## src/rtl/mmcm_drp_sequencer.sv

```systemverilog
// Run-time MMCME2_ADV reprogramming: holds the MMCM in reset, applies a queue
// of DRP read-modify-write entries, releases reset and waits for LOCKED.
module mmcm_drp_sequencer #(
  parameter int DEPTH        = 8,
  parameter int RST_HOLD     = 4,
  parameter int DRDY_TIMEOUT = 64,
  parameter int LOCK_TIMEOUT = 65535
) (
  input  logic        clkin,
  input  logic        rst,
  input  logic        cfg_wr,
  input  logic [6:0]  cfg_addr,
  input  logic [15:0] cfg_data,
  input  logic [15:0] cfg_mask,
  input  logic        start,
  output logic        busy,
  output logic        done,
  output logic        err,
  output logic [1:0]  err_code,
  output logic [6:0]  daddr,
  output logic [15:0] di,
  input  logic [15:0] do_in,
  output logic        den,
  output logic        dwe,
  input  logic        drdy,
  output logic        mmcm_rst,
  input  logic        mmcm_locked
);

  localparam int IW    = $clog2(DEPTH);
  localparam int CW    = IW + 1;
  localparam int TMAX0 = (DRDY_TIMEOUT > LOCK_TIMEOUT) ? DRDY_TIMEOUT : LOCK_TIMEOUT;
  localparam int TMAX  = (TMAX0 > RST_HOLD) ? TMAX0 : RST_HOLD;
  localparam int TW    = $clog2(TMAX + 1);

  localparam logic [1:0] E_DRDY = 2'd1;
  localparam logic [1:0] E_LOCK = 2'd2;
  localparam logic [1:0] E_OVF  = 2'd3;

  typedef enum logic [2:0] {
    S_IDLE,
    S_HOLD,
    S_RD,
    S_RD_WAIT,
    S_WR,
    S_WR_WAIT,
    S_RELEASE,
    S_LOCK
  } state_t;

  state_t state, state_next;

  logic [6:0]    addr_q [DEPTH];
  logic [15:0]   data_q [DEPTH];
  logic [15:0]   mask_q [DEPTH];

  logic [CW-1:0] count;
  logic [IW-1:0] idx;
  logic [TW-1:0] timer;
  logic [15:0]   rd_data;

  logic          push;
  logic          overflow;
  logic          clear_err;
  logic          set_err;
  logic [1:0]    err_code_set;
  logic          capture;
  logic          idx_clr;
  logic          idx_inc;
  logic          clr_queue;
  logic          full;
  logic          last;
  logic [6:0]    cur_addr;
  logic [15:0]   merged;

  assign full     = (count == CW'(DEPTH));
  assign last     = (CW'(idx) == (count - CW'(1)));
  assign cur_addr = addr_q[idx];
  assign merged   = (rd_data & mask_q[idx]) | (data_q[idx] & ~mask_q[idx]);

  always_ff @(posedge clkin) begin
    if (rst) begin
      state <= S_IDLE;
    end else begin
      state <= state_next;
    end
  end

  always_comb begin
    state_next   = state;
    busy         = 1'b0;
    done         = 1'b0;
    mmcm_rst     = 1'b0;
    den          = 1'b0;
    dwe          = 1'b0;
    daddr        = '0;
    di           = '0;
    push         = 1'b0;
    overflow     = 1'b0;
    clear_err    = 1'b0;
    set_err      = 1'b0;
    err_code_set = E_OVF;
    capture      = 1'b0;
    idx_clr      = 1'b0;
    idx_inc      = 1'b0;
    clr_queue    = 1'b0;

    case (state)
      S_IDLE: begin
        // A push in the start cycle lands before HOLD reads the count.
        if (cfg_wr) begin
          if (full) begin
            overflow = 1'b1;
          end else begin
            push = 1'b1;
          end
        end
        if (start) begin
          clear_err  = 1'b1;
          state_next = S_HOLD;
        end
      end

      S_HOLD: begin
        busy     = 1'b1;
        mmcm_rst = 1'b1;
        if (timer == TW'(RST_HOLD - 1)) begin
          if (count == '0) begin
            state_next = S_RELEASE;
          end else begin
            idx_clr    = 1'b1;
            state_next = S_RD;
          end
        end
      end

      S_RD: begin
        busy       = 1'b1;
        mmcm_rst   = 1'b1;
        den        = 1'b1;
        daddr      = cur_addr;
        state_next = S_RD_WAIT;
      end

      S_RD_WAIT: begin
        busy     = 1'b1;
        mmcm_rst = 1'b1;
        daddr    = cur_addr;
        if (drdy) begin
          capture    = 1'b1;
          state_next = S_WR;
        end else if (timer == TW'(DRDY_TIMEOUT - 1)) begin
          set_err      = 1'b1;
          err_code_set = E_DRDY;
          clr_queue    = 1'b1;
          state_next   = S_IDLE;
        end
      end

      S_WR: begin
        busy       = 1'b1;
        mmcm_rst   = 1'b1;
        den        = 1'b1;
        dwe        = 1'b1;
        daddr      = cur_addr;
        di         = merged;
        state_next = S_WR_WAIT;
      end

      S_WR_WAIT: begin
        busy     = 1'b1;
        mmcm_rst = 1'b1;
        daddr    = cur_addr;
        di       = merged;
        if (drdy) begin
          if (last) begin
            state_next = S_RELEASE;
          end else begin
            idx_inc    = 1'b1;
            state_next = S_RD;
          end
        end else if (timer == TW'(DRDY_TIMEOUT - 1)) begin
          set_err      = 1'b1;
          err_code_set = E_DRDY;
          clr_queue    = 1'b1;
          state_next   = S_IDLE;
        end
      end

      S_RELEASE: begin
        busy       = 1'b1;
        state_next = S_LOCK;
      end

      S_LOCK: begin
        busy = 1'b1;
        if (mmcm_locked) begin
          done       = 1'b1;
          clr_queue  = 1'b1;
          state_next = S_IDLE;
        end else if (timer == TW'(LOCK_TIMEOUT - 1)) begin
          set_err      = 1'b1;
          err_code_set = E_LOCK;
          clr_queue    = 1'b1;
          state_next   = S_IDLE;
        end
      end

      default: begin
        state_next = S_IDLE;
      end
    endcase
  end

  // One shared counter: restarts on every state change, so it times HOLD
  // as well as the drdy and lock waits.
  always_ff @(posedge clkin) begin
    if (rst) begin
      count    <= '0;
      idx      <= '0;
      timer    <= '0;
      rd_data  <= '0;
      err      <= 1'b0;
      err_code <= 2'd0;
    end else begin
      if (state == S_IDLE || state_next != state) begin
        timer <= '0;
      end else begin
        timer <= timer + TW'(1);
      end

      if (clr_queue) begin
        count <= '0;
      end else if (push) begin
        count <= count + CW'(1);
      end

      if (idx_clr) begin
        idx <= '0;
      end else if (idx_inc) begin
        idx <= idx + IW'(1);
      end

      if (capture) begin
        rd_data <= do_in;
      end

      if (overflow || set_err) begin
        err      <= 1'b1;
        err_code <= err_code_set;
      end else if (clear_err) begin
        err      <= 1'b0;
        err_code <= 2'd0;
      end
    end
  end

  always_ff @(posedge clkin) begin
    if (push && !rst) begin
      addr_q[count[IW-1:0]] <= cfg_addr;
      data_q[count[IW-1:0]] <= cfg_data;
      mask_q[count[IW-1:0]] <= cfg_mask;
    end
  end

endmodule

```

## config.mk

```make
export PLATFORM = sky130hd
export DESIGN_NAME = mmcm_drp_sequencer
export DESIGN_NICKNAME = d
export VERILOG_FILES = /design/src/rtl/mmcm_drp_sequencer.sv
export SDC_FILE = /design/constraint.sdc
export NUM_CORES = 1
export LEC_CHECK = 0
export ABC_AREA = 1
export CAP_MARGIN = 20
export CELL_PAD_IN_SITES_DETAIL_PLACEMENT = 0
export CELL_PAD_IN_SITES_GLOBAL_PLACEMENT = 2
export CORE_MARGIN = 5
export CORE_UTILIZATION = 25
export DETAILED_ROUTE_END_ITERATION = 8
export PLACE_DENSITY_LB_ADDON = 0.1
export SLEW_MARGIN = 10
export SYNTH_ARGS = -nofsm -noshare
export SYNTH_HDL_FRONTEND = slang
export SYNTH_SLANG_ARGS = --single-unit
```

## constraint.sdc

```tcl
create_clock -name clkin -period 5.1 [get_ports clkin]
set_input_delay 1.53 -clock clkin [delete_from_list [all_inputs] [get_ports clkin]]
set_output_delay 1.53 -clock clkin [all_outputs]
set_load 0.01 [all_outputs]
```

## Word-level counts from Yosys, hierarchy flattened

Memories as Yosys holds them, arrays and structs flattened. A register that Yosys moved wholly into a read port is not among the register bits.
Index checks and enable logic that the tools add are counted.

| cells by class | value |
|---|---|
| muxes and demuxes | 58 |
| bitwise gates (word level) | 4 |
| reduce and logical (&&, ||, !) cells | 16 |
| add/sub/neg operators | 4 |
| eq/ne operators | 13 |

Operators with widths:

| cell | count |
|---|---|
| 3-bit 2-to-1 mux | 15 |
| 1-bit 2-to-1 mux | 33 |
| 16-bit bitwise AND | 2 |
| 3-bit case mux with 8 select lines | 1 |
| 16-bit by 1-bit adder with 16-bit output (second input constant) | 1 |
| 16-bit equality test (second input constant) | 1 |
| 16-bit by 2-bit equality test with 1-bit output (second input constant) | 1 |
| 16-bit by 6-bit equality test with 1-bit output (second input constant) | 1 |
| 16-bit 2-to-1 mux | 1 |
| 16-bit NOT | 1 |
| 16-bit bitwise OR | 1 |
| 3-bit equality test (second input constant) | 4 |
| 2-bit OR reduction | 6 |
| 2-bit 2-to-1 mux | 4 |
| 7-bit 2-to-1 mux | 1 |
| 7-bit OR reduction | 1 |
| 3-bit by 2-bit equality test with 1-bit output (second input constant) | 2 |
| 5-bit OR reduction | 1 |
| 4-bit by 1-bit adder with 4-bit output (second input constant) | 1 |
| 3-bit by 4-bit equality test with 1-bit output | 1 |
| 4-bit equality test (second input constant) | 1 |
| 4-bit zero test | 1 |
| 1-bit case mux with 2 select lines | 2 |
| 2-bit case mux with 2 select lines | 1 |
| 10 further kinds | 11 |

| word-level totals | value |
|---|---|
| memories kept | 3 |
| input bits | 61 |
| word-level logic and storage cells | 105 |
| bits in registers | 45 |
| output and inout port bits | 31 |
| bits in writable memories | 312 |

Memories:

| name | words | width | read ports | clocked after Yosys merged registers in | write ports | line | source |
|---|---|---|---|---|---|---|---|
| data_q | 8 | 16 | 1 | 1 | 1 | 54 | `logic [15:0] data_q [DEPTH];` |
| mask_q | 8 | 16 | 1 | 1 | 1 | 55 | `logic [15:0] mask_q [DEPTH];` |
| addr_q | 8 | 7 | 1 | 1 | 1 | 53 | `logic [6:0] addr_q [DEPTH];` |

## Depth between registers and ports, before layout

| depth | value |
|---|---|
| word-level depth | 8 |
| gate-level depth with buffers | 12 |
| depth with buffers taken out | 11 |

## Worst setup path after synthesis

Ideal clock, no wire load.

| path | value |
|---|---|
| path kind | in2reg |
| from | input cfg_wr |
| to | memory addr_q[6][0], enable pin |
| setup time | 0.484 ns |
| setup slack | -0.211 ns |
| data required time | 4.616 ns |
| arrival | 4.828 ns |
| cell stages on the path | 6 |
| buffers on the path | 0 |
| cells stage by stage | inv_1 -> nor3_4 -> inv_1 -> nor2_1 -> nand2_1 -> nor3_1 |

| on the way | value |
|---|---|
| cells in the longest elaborated chain, start to end | 5 |

Ends and longest elaborated chain:

| item | line | source |
|---|---|---|
| start, declared | 11 | `input logic cfg_wr,` |
| 1-bit 2-to-1 mux | 111 | `if (cfg_wr) begin` |
| 1-bit 2-to-1 mux | 108 | `case (state)` |
| 1-bit logical AND | 259 | `if (push && !rst) begin` |
| 1-bit 2-to-1 mux | 259 |  |
| 1-bit 2-to-1 mux (not written as such) | 260 | `addr_q[count[IW-1:0]] <= cfg_addr;` |
| end, declared | 53 |  |

No other way between the ends.

==> results.txt <==
- In the routed design, unresolved DRC markers number 0.
- Final Hold Fails: 0
* Most numerous cell on the critical path: sky130_fd_sc_hd__buf_4
* Placed Cells: 2097
* Arrival time of data at the critical path endpoint: 3.20 ns
- Overall power consumption after layout is estimated at 6400 µW.
- Worst Setup End Kind: output pin
* Required time at the worst-slack endpoint: 3.57 ns
- Worst reg2reg path endpoint: data_q[2][15]
* Synthesized net count: 1338
* Unrepaired setup endpoints after global routing: false
* Critical Path Slowest Stage Cell: sky130_fd_sc_hd__clkdlybuf4s50_1
- Across all register-to-register paths, the minimum setup slack is 1.92 ns.
- Summing the sequential cell areas from Yosys gives 70.7% of the chip area.
* Number of standard cells in the final layout excluding fillers: 2181
- After detailed routing, the number of vias per cell comes to 4.50.
- Leading cell types by total area after synthesis: sky130_fd_sc_hd__edfxtp_1, sky130_fd_sc_hd__o21ai_0, sky130_fd_sc_hd__nor2_1
* Util after Layout: 31.1%
- Sort of element at the start of the critical path: flop
* Power per cell area: 356 nW/µm²
- Worst clock skew: 0.0122 ns
- PortBufs: 91
- Starting density of the core: 25.3%
* Static Leakage: 0.00596 µW
* Final critical delay including setup and external delays: 4.73 ns
- Max incr delay on CP: 0.59 ns
* Post-Route Hold Slack: 0.445 ns
- In this run, post-CTS repair resized a total of 0 instances.
- The die is 252 µm wide.
- Area added between synthesis and finish: 23.2%
- Summing all flip-flop and latch instances after layout gives 10300 µm².
- In this run the count of I/O pins placed on the die edge is 92.
- The worst pin sits at a relative slew slack of 45.7%.
* DRC marker count from the first detailed-route iteration: 568
- After synthesis the netlist holds a flip-flop and latch count of 360.
- Buffers inserted during clock tree synthesis total 44.
- Global-route met2 utilization: 22.1%
- Hold path startpoint: rd_data[6]
- Global routing finished with a remaining overflow of 0.
- Max Fclk: 212 MHz
- Count of standard-cell rows: 88
* DIE HEIGHT: 252 µm
* Layout cell share with drive strength beyond 1: 8.84%
- In the final routed layout, each cell accounts on average for 20.5 µm.
- Reg-to-reg critical path startpoint: count[1]
- Result of the run: complete, no violations
- The number of slew-limit violations in the final report came to 0.
* Worst Tran Pin Value: 0.814 ns
* Level count of the clock H-tree: 2
- Cell chosen for the clock root: sky130_fd_sc_hd__clkbuf_16
- In this run the mean area of a mapped cell was 11.5 µm².
- Grt peak-use layer: met2
* Pre-antenna DRT Iters: 4
* Largest delay contributor family on the critical path: buffers and inverters
- Worst hold path class: reg2reg
* Setup-violating endpoint count in the final report: 0
- Number of post-CTS setup repair buffers: 0
- First-pass GRT wire length: 65.6 mm
- Total wirelength of the detailed-routed design: 44.7 mm
- Counting along the longest clock path gives a buffer depth of 3.
- Layout net count: 1444
- Final HPWL from detailed placement: 26.3 mm
- GR Util All Layers: 13.8%
- Setup Total Neg Slack: 0 ns
- Multi-input gate area in the final layout: 3800 µm²
* Number of library cell types mapped by synthesis: 32
- The number of antenna violations at the first check in global routing was 3.
* Clock latency on the worst-skew pair: 0.56 ns
- The worst hold path was traced through 2 stages.
- List of cells traversed by the critical path: inv_6 > buf_4 > buf_4 > o21ai_0 > o22ai_1 > nand2_1 > a21oi_1 > clkdlybuf4s50_1
- The biggest area contributor in the post-synthesis netlist is sky130_fd_sc_hd__edfxtp_1.
* R2R cell count: 10
- Maximum number of pins on one net before global-route repair: 87
- The path with the worst hold slack has its endpoint at rd_data[6].
- In the global route stage, met1 resource usage came out at 19.5%.
- Once detail routing completed, the nets flagged for antenna violations numbered 0.
* Kind of critical path: reg2out
- Number of buffers and inverters on the critical path: 4
- The die covers 63300 µm².
- Global routing consumed, on the met3 layer, 2.53% of the routing resources.
* Total number of vias: 9822
* Number of maximum-capacitance violations: 0
- Share of the synthesized area in the top cell type: 64.2%
- Weighted congestion at the end of routability-driven global placement: 0.721
* Netlist area before placement: 14600 µm²
- Of the available clock period, the critical path in the final layout requires 92.7%.
- Vias in the first global route: 9897
- TritonCTS built the clock tree.
- Synthesis produced a netlist whose cell count is 1272.
- The filler cells instantiated in the layout total 5861.
- Total number of clock tree sinks: 360
- In this run the standard cell core region covers 57800 µm².
- Of all nets on the critical path, the largest fanout is 62.
- Yosys printed 0 warnings.
- After clock tree synthesis, the clock-pin slew on the worst setup and hold paths is 0.06 ns.
- Max IR drop VDD: 0.183 mV
- Number of hold buffers added after cts: 0
layout make-up:
cell class                      count  share of cell area, %
Tap cell                          765                   5.32
Antenna cell                        2                 0.0278
Timing Repair Buffer              128                   7.04
Clock buffer                       64                   6.83
Inverter                           67                   1.45
Sequential cell                   360                   57.5
Multi-Input combinational cell    777                   21.1
Clock inverter                     18                  0.772
flip-flops by register name, summed over array words and instances, names as in the netlist, named ones only:
name      count
err           1
idx           3
mask_q      128
rd_data      16
err_code      2
timer        16
count         4
data_q      128
state         3
addr_q       56
per-stage QoR:
step	setup WS (ns)	instance area [µm²]
detailed placement	0.686	16600
CTS	0.0604	18000
global placement	0.639	16600
finish	0.373	18000
global route	0.105	18000
floorplan	0.832	14600
kinds of logic (layout without fill, tap and decap cells):
group / Yosys count / count (layout) / synth area share, %
fa+ha+maj: 5 / 5 / 0.428
xor+xnor: 19 / 19 / 1.14
other cells: 0 / 2 / 0
simple gates: 427 / 427 / 12.1
compound gates: 326 / 326 / 11.8
buf+inv: 135 / 277 / 3.74
flops: 360 / 360 / 70.7
cell usage after synthesis, drive strengths merged:
cell and n:
nand2 111, o21ai 213, buf 24, nor3b 1
inv 66, dfxtp 48, clkinv 1, a211oi 1
o211ai 11, edfxtp 312, clkbuf 44, nor4 1
nor3 9, xnor2 10, ha 5, a21oi 49
nand4 12, a31oi 5, nor2 269, xor2 9
nand3 24, o22ai 47
worst reg2reg max path: stages, from the launching register on:
cell and delay (ns):
sky130_fd_sc_hd__dfxtp_1 0.51, sky130_fd_sc_hd__inv_1 0.18, sky130_fd_sc_hd__ha_1 0.23, sky130_fd_sc_hd__nand2_1 0.15, sky130_fd_sc_hd__nor2_1 0.09, sky130_fd_sc_hd__nor3_4 0.30
sky130_fd_sc_hd__inv_1 0.15, sky130_fd_sc_hd__nor2_1 0.17, sky130_fd_sc_hd__nand2_1 0.21, sky130_fd_sc_hd__nor2_4 0.60, sky130_fd_sc_hd__buf_4 0.31
worst max-delay path by stage:
| stage | start | endpoint | slack (ns) | depth (start not counted) |
|---|---|---|---|---|
| after floorplan | cfg_wr | addr_q[2][0] | 0.83 | 6 |
| final | flop | daddr[4] | 0.37 | 8 |
| after CTS | flop | daddr[4] | 0.06 | 8 |
| after global routing | flop | di[0] | 0.10 | 8 |
| after global placement | flop | di[14] | 0.64 | 8 |
| after detailed placement | flop | di[14] | 0.69 | 8 |
metal layers:
metal | wire length [µm] | part of all wire, %
met5 | 0 | 0
met4 | 789 | 1.8
met3 | 1610 | 3.6
met2 | 20700 | 46
met1 | 21500 | 48
power breakdown:
group	switching (µW)	internal [µW]	total, µW	leakage [µW]
logic	120	71.7	192	0.00209
clock network	1200	1770	2970	0.000665
registers	9.47	3230	3240	0.00320
total	1330	5070	6400	0.00596
cells in the final DEF (no fill, tap or decap), types with 5 or more instances in the layout:
cell type,Yosys,final
sky130_fd_sc_hd__inv_1,63,61
sky130_fd_sc_hd__clkinv_2,0,5
sky130_fd_sc_hd__clkbuf_1,44,17
sky130_fd_sc_hd__nand4_1,11,11
sky130_fd_sc_hd__xnor2_1,10,10
sky130_fd_sc_hd__nor3_4,2,5
sky130_fd_sc_hd__dfxtp_1,48,45
sky130_fd_sc_hd__o211ai_1,11,11
sky130_fd_sc_hd__xor2_1,9,9
sky130_fd_sc_hd__ha_1,5,5
sky130_fd_sc_hd__o21ai_0,212,212
sky130_fd_sc_hd__clkbuf_16,0,46
sky130_fd_sc_hd__o22ai_1,47,47
sky130_fd_sc_hd__buf_12,0,6
sky130_fd_sc_hd__buf_4,0,30
sky130_fd_sc_hd__a31oi_1,5,5
sky130_fd_sc_hd__clkdlybuf4s50_1,0,91
sky130_fd_sc_hd__nor2_4,2,7
sky130_fd_sc_hd__nand2_1,110,110
sky130_fd_sc_hd__nand3_1,23,23
sky130_fd_sc_hd__clkinv_1,0,11
sky130_fd_sc_hd__edfxtp_1,312,312
sky130_fd_sc_hd__nor2_2,10,10
sky130_fd_sc_hd__nor2_1,257,252
sky130_fd_sc_hd__a21oi_1,49,49
Power figures use the tool's default switching activity.
